--- config.mk ---
export PLATFORM = sky130hd
export DESIGN_NAME = nx_mesh_sequencer
export DESIGN_NICKNAME = d
export VERILOG_FILES = /design/src/rtl/nx_pkg.sv /design/src/rtl/nx_mesh_sequencer.sv
export SDC_FILE = /design/constraint.sdc
export NUM_CORES = 1
export LEC_CHECK = 0
export CAP_MARGIN = 20
export CORE_AREA = 2 2 133 135
export CTS_CLUSTER_DIAMETER = 100
export CTS_CLUSTER_SIZE = 25
export DETAILED_ROUTE_END_ITERATION = 8
export DIE_AREA = 0 0 135 137
export PLACE_DENSITY = 0.42
export SYNTH_ARGS = -nofsm -noshare
export SYNTH_HDL_FRONTEND = slang
export SYNTH_SLANG_ARGS = --single-unit
--- constraint.sdc ---
create_clock -name clk_i -period 5.95 [get_ports clk_i]
set_clock_uncertainty 0.15 [all_clocks]
set_input_delay 1.4875 -clock clk_i [delete_from_list [all_inputs] [get_ports clk_i]]
set_output_delay 1.4875 -clock clk_i [all_outputs]
set_load 0.01 [all_outputs]
--- src/rtl/nx_pkg.sv ---
// nx_pkg: shared typedefs for the nx mesh design.
//   nx_seq_state_t - state encoding of nx_mesh_sequencer.
package nx_pkg;

  typedef enum logic [2:0] {
    IDLE,
    SETTLE,
    TRIGGER,
    WAIT,
    DONE
  } nx_seq_state_t;

endpackage

--- src/rtl/nx_mesh_sequencer.sv ---
// nx_mesh_sequencer: issues single-cycle trigger pulses to an nx_mesh once
// the mesh has been continuously idle for SETTLE_CYCLES, repeating for a
// host-requested number of evaluations. Supports abort (drains through a
// final settle) and a per-SETTLE-phase watchdog.
//
// Ports:
//   clk_i, rst_ni        - clock, synchronous active-low reset
//   start_i, stop_i      - host run request / abort request
//   cycles_i             - trigger count, captured on an accepted start
//   busy_o, done_o       - not-IDLE flag / one-cycle completion pulse
//   error_o              - sticky watchdog flag, cleared on next start
//   cycle_count_o        - triggers issued in the current or last run
//   mesh_trigger_o       - to nx_mesh.trigger_i
//   mesh_idle_i          - from nx_mesh.idle_o
module nx_mesh_sequencer
  import nx_pkg::*;
#(
  parameter int unsigned CYCLE_WIDTH   = 32,
  parameter int unsigned SETTLE_CYCLES = 2,
  parameter int unsigned TIMEOUT       = 1024
) (
  input  logic                   clk_i,
  input  logic                   rst_ni,
  input  logic                   start_i,
  input  logic                   stop_i,
  input  logic [CYCLE_WIDTH-1:0] cycles_i,
  output logic                   busy_o,
  output logic                   done_o,
  output logic                   error_o,
  output logic [CYCLE_WIDTH-1:0] cycle_count_o,
  output logic                   mesh_trigger_o,
  input  logic                   mesh_idle_i
);

  localparam int unsigned SW = $clog2(SETTLE_CYCLES + 1);
  localparam int unsigned WW = (TIMEOUT == 0) ? 1 : $clog2(TIMEOUT + 1);

  // Transition is taken on the cycle whose idle sample completes the window,
  // i.e. when the counter still holds SETTLE_CYCLES-1.
  localparam logic [SW-1:0] SETTLE_LAST = SW'(SETTLE_CYCLES - 1);
  localparam logic [WW-1:0] WD_LAST     = WW'(TIMEOUT - 1);

  nx_seq_state_t state_q, state_d;

  logic [SW-1:0]          settle_q;
  logic [WW-1:0]          wd_q;
  logic [CYCLE_WIDTH-1:0] target_q;
  logic [CYCLE_WIDTH-1:0] count_q;
  logic                   stop_pend_q;
  logic                   error_q;

  logic start_ok;
  logic settle_hit;
  logic wd_hit;
  logic stop_seen;
  logic in_run;

  assign start_ok   = start_i && !stop_i;
  assign settle_hit = mesh_idle_i && (settle_q == SETTLE_LAST);
  assign wd_hit     = (TIMEOUT != 0) && (wd_q == WD_LAST);
  // A stop arriving on the very cycle the window completes still blocks the trigger.
  assign stop_seen  = stop_pend_q || stop_i;
  assign in_run     = (state_q == SETTLE) || (state_q == TRIGGER) || (state_q == WAIT);

  // State register
  always_ff @(posedge clk_i) begin
    if (!rst_ni) begin
      state_q <= IDLE;
    end else begin
      state_q <= state_d;
    end
  end

  // Next-state logic
  always_comb begin
    state_d = state_q;
    unique case (state_q)
      IDLE: begin
        if (start_ok) state_d = SETTLE;
      end
      SETTLE: begin
        if (wd_hit) begin
          state_d = DONE;
        end else if (settle_hit) begin
          state_d = ((count_q < target_q) && !stop_seen) ? TRIGGER : DONE;
        end
      end
      TRIGGER: state_d = WAIT;
      WAIT:    state_d = SETTLE;
      DONE:    state_d = IDLE;
      default: state_d = IDLE;
    endcase
  end

  // Output decode of registered state
  always_comb begin
    busy_o         = (state_q != IDLE);
    done_o         = (state_q == DONE);
    mesh_trigger_o = (state_q == TRIGGER);
  end

  // Counters, run context and sticky flags
  always_ff @(posedge clk_i) begin
    if (!rst_ni) begin
      settle_q    <= '0;
      wd_q        <= '0;
      target_q    <= '0;
      count_q     <= '0;
      stop_pend_q <= 1'b0;
      error_q     <= 1'b0;
    end else begin
      if (state_q == SETTLE) begin
        settle_q <= mesh_idle_i ? settle_q + SW'(1) : '0;
        if (TIMEOUT != 0) wd_q <= wd_q + WW'(1);
      end else begin
        settle_q <= '0;
        wd_q     <= '0;
      end

      if ((state_q == IDLE) && start_ok) begin
        target_q    <= cycles_i;
        count_q     <= '0;
        error_q     <= 1'b0;
        stop_pend_q <= 1'b0;
      end

      if (state_q == TRIGGER) count_q <= count_q + CYCLE_WIDTH'(1);

      if (in_run && stop_i) stop_pend_q <= 1'b1;

      if ((state_q == SETTLE) && wd_hit) error_q <= 1'b1;
    end
  end

  assign error_o       = error_q;
  assign cycle_count_o = count_q;

endmodule

==> impl_metrics.toml <==
[outcome]
outcome = "finished clean"

[global_route]
first_pass_grt_wire_length_um = 18500
grt_start_max_net_pins = 63
first_global_vias = 3652
global_route.usage.met3_pct = 4.04
overflow = 0
groute.usage.overall_pct = 12.8
gr-max-usage-layer = "met2"
gr-usage-met2_pct = 20.8
number_of_antenna_violations_at_the_first_check_in_global_routing = 0
grt_use_met1_pct = 16.4

[power]
power-per-cell-area_nw_per_um2 = 238
leakage_uw = 0.00199
share_comb_of_total_power_pct = 11.2
p_int_uw = 955
share_seq_of_total_power_pct = 44.5
power.clock.fraction_pct = 44.3
power_uw = 1290
power_switching_uw = 337
vdd_ir_max_uv = 130
swShare_pct = 26.1

[timing]
setup_viol = 0
least_margin_pin_slew_ps = 889
final_critical_path_time_including_i_o_delays_and_setup_ps = 3800
final-hold-violation-count = 0
timing.setup.tns_ps = 0
worst_max_slew_margin_expressed_relative_to_the_limit_pct = 40.0
final_max_slew_viol_count = 0
maximum_clock_frequency_mhz = 263
timing.final.crit_share_pct = 63.8
rsz0062_at_grt = "false"

[critical_path]
worst-setup-path-type = "reg2out"
cp-start-kind = "flip-flop"
worstSetupEndpointType = "output pin"
cp.required_ps = 4310
crit_fanout = 21
worst-endpoint-arrival_ps = 2160

[cts]
post_cts_resized = 0
cts_buffers = 9
post-cts-setup-buffers = 0
clk-insertion-delay-late_ps = 350
h-tree-depth = 3
ctsRootBufferMaster = "sky130_fd_sc_hd__clkbuf_16"
cts_tree = "built"
cts_hold_buf = 0
cts.sinks = 82
ctsLongestPathBuffers = 2
path_clk_slew_ps = 70

[final_layout]
n_antenna_cell = 0
syn2layout_area_growth_pct = 28.8
nets = 654
final_layout_size_suffix_gt1_share_pct = 5.78

[synth]
yosys_most_used_dff = "sky130_fd_sc_hd__dfxtp_1"
synth_edf_count = 0
synth-warning-count = 0
sequential_to_total_area_share_from_yosys_stat_pct = 38.9
mappedNetlistNets = 592
synthesis.area_per_instance_um2 = 8.10
number_of_instances_in_the_synthesized_netlist = 521
synth.ff_latch_count = 82
mapped_area_um2 = 4220
synthDistinctLibCells = 55
synth_async_sr_flop_share_pct = 0

[hold_path]
holdCritPathClass = "reg2reg"

[place]
place.detailed.hpwl_um = 7980
io_buffers = 72
gpl.final_weighted_congestion = 0.722

[routing]
wirelength_um = 11200
via_count = 3781
post_drt_via_cell_ratio = 4.65
detailedRoute.firstIterationViolations = 170
drcViolationCount = 0
drt_pass1_iterations = 4
wl_per_cell_um = 13.8
ant_nets = 0

[floorplan]
initial_core_util_pct = 24.7
dieWidth_um = 135
die_height_um = 137
ioPinCount = 73
floorplan.rows = 48
core_area_um2 = 17100
dieArea_um2 = 18500

[job]
max-cap-violations = 0
==> cells in the final DEF, fill, tap and decap left out, drive strengths merged, types with 2 or more instances in the layout <==
master	count
ha	34
o211ai	5
buf	3
and3	8
nand4b	2
nand2b	4
mux2	2
xnor2	5
nor4	3
or3	7
a211oi	6
nor2	39
a2111oi	2
xor2	5
o21ai	11
o21a	4
clkdlybuf4s50	72
a41oi	3
nand4	23
clkbuf	9
a21o	2
or2	2
and4	5
a31oi	2
nand2	87
inv	40
o31ai	8
nand3	20
a21oi	66
clkinv	3
and2	3
nand3b	3
dfxtp	82
nor3	9
==> layer usage <==
metal | routed length, µm | share of wire (%) | up-vias
li1 | - | - | 1960
met1 | 5320 | 48 | 1738
met2 | 5160 | 46 | 76
met3 | 613 | 5.5 | 7
met4 | 106 | 0.95 | 0
met5 | 0 | 0 | -
==> critical path, stage by stage, from the launching register on <==
cell	delay, ps
sky130_fd_sc_hd__dfxtp_1	340
sky130_fd_sc_hd__and2b_1	210
sky130_fd_sc_hd__nand2b_1	300
sky130_fd_sc_hd__inv_4	340
sky130_fd_sc_hd__clkdlybuf4s50_1	620
==> worst paths after layout <==
check                                 startpoint              to  cells after the start  slack (ps)
worst max-delay path                  state_q[0]  mesh_trigger_o                      4        2150
worst min-delay path                 settle_q[0]     settle_q[0]                      1         270
worst max register to register  cycle_count_o[3]      state_q[1]                      7        3120
worst min register to register       settle_q[0]     settle_q[0]                      1         270
==> per-stage QoR <==
stage	utilization, %	hold slack [ps]	area [µm²]	std cells	setup WS, ps
final	31.9	274	5440	813	2150
after global routing	31.9	304	5440	813	1970
after CTS	31.9	276	5440	813	2100
after detailed placement	30.1	267	5130	797	2030
after global placement	30.1	257	5130	797	2060
after floorplan	-	247	4220	521	3160
==> sequential cells by signal, summed over array words and instances, names as in the netlist <==
signal and cells:
cycle_count_o 32, target_q 32, wd_q 11, state_q 3
settle_q 2, error_o 1, stop_pend_q 1
==> logic make-up (layout without fill, tap and decap cells) <==
family / Yosys count / after routing / share of synthesized area [%]
compound gates: 114 / 114 / 16.0
xor+xnor: 10 / 10 / 2.08
fa+ha+maj: 34 / 34 / 10.1
buf+inv: 62 / 129 / 6.14
flops: 82 / 82 / 38.9
mux: 2 / 2 / 0.534
simple gates: 217 / 217 / 26.3
==> power groups by stage <==
stage,logic (µW),clock network (µW),registers [µW]
after floorplan,89.2,0,585
after global placement,145,0,588
after detailed placement,147,0,588
after CTS,148,594,575
after global routing,164,610,577
final,144,572,575
==> Yosys cell counts (2+ instances only) <==
master,number,area share (%)
sky130_fd_sc_hd__nand3b_1,3,0.53
sky130_fd_sc_hd__o21ai_0,11,1.3
sky130_fd_sc_hd__nor2_1,37,3.3
sky130_fd_sc_hd__nand4b_1,2,0.42
sky130_fd_sc_hd__and4_1,4,0.83
sky130_fd_sc_hd__nand4_4,2,1.0
sky130_fd_sc_hd__nand2_1,87,7.7
sky130_fd_sc_hd__a31oi_1,2,0.30
sky130_fd_sc_hd__buf_1,2,0.18
sky130_fd_sc_hd__o31ai_1,8,1.4
sky130_fd_sc_hd__dfxtp_1,82,39
sky130_fd_sc_hd__o211ai_1,5,0.89
sky130_fd_sc_hd__a21o_1,2,0.36
sky130_fd_sc_hd__xnor2_1,5,1.0
sky130_fd_sc_hd__nand2b_1,4,0.59
sky130_fd_sc_hd__a211oi_1,6,1.1
sky130_fd_sc_hd__nand3_1,20,2.4
sky130_fd_sc_hd__nand4_1,19,2.8
sky130_fd_sc_hd__inv_1,36,3.2
sky130_fd_sc_hd__o21a_1,4,0.71
sky130_fd_sc_hd__ha_1,34,10
sky130_fd_sc_hd__nor3_1,7,0.83
sky130_fd_sc_hd__nor4_1,2,0.30
sky130_fd_sc_hd__a2111oi_0,2,0.42
sky130_fd_sc_hd__buf_2,7,0.83
sky130_fd_sc_hd__nand4_2,2,0.59
sky130_fd_sc_hd__xor2_1,5,1.0
sky130_fd_sc_hd__clkbuf_1,12,1.1
sky130_fd_sc_hd__a41oi_1,3,0.62
sky130_fd_sc_hd__a21oi_1,66,7.8
sky130_fd_sc_hd__and2_1,3,0.44
sky130_fd_sc_hd__and3_1,8,1.2
sky130_fd_sc_hd__or3_1,7,1.0
==> final cells by class <==
cell class              instances  area [µm²]
clock buffers                   9         225
clock inverters                 7        77.6
fillers                      1820       11600
inverters                      38         145
multi-input cells             377        2320
flip-flops and latches         82        1640
well taps                     225         282
repair buffers                 75         743
No activity file was read; power rests on OpenSTA's default activity.
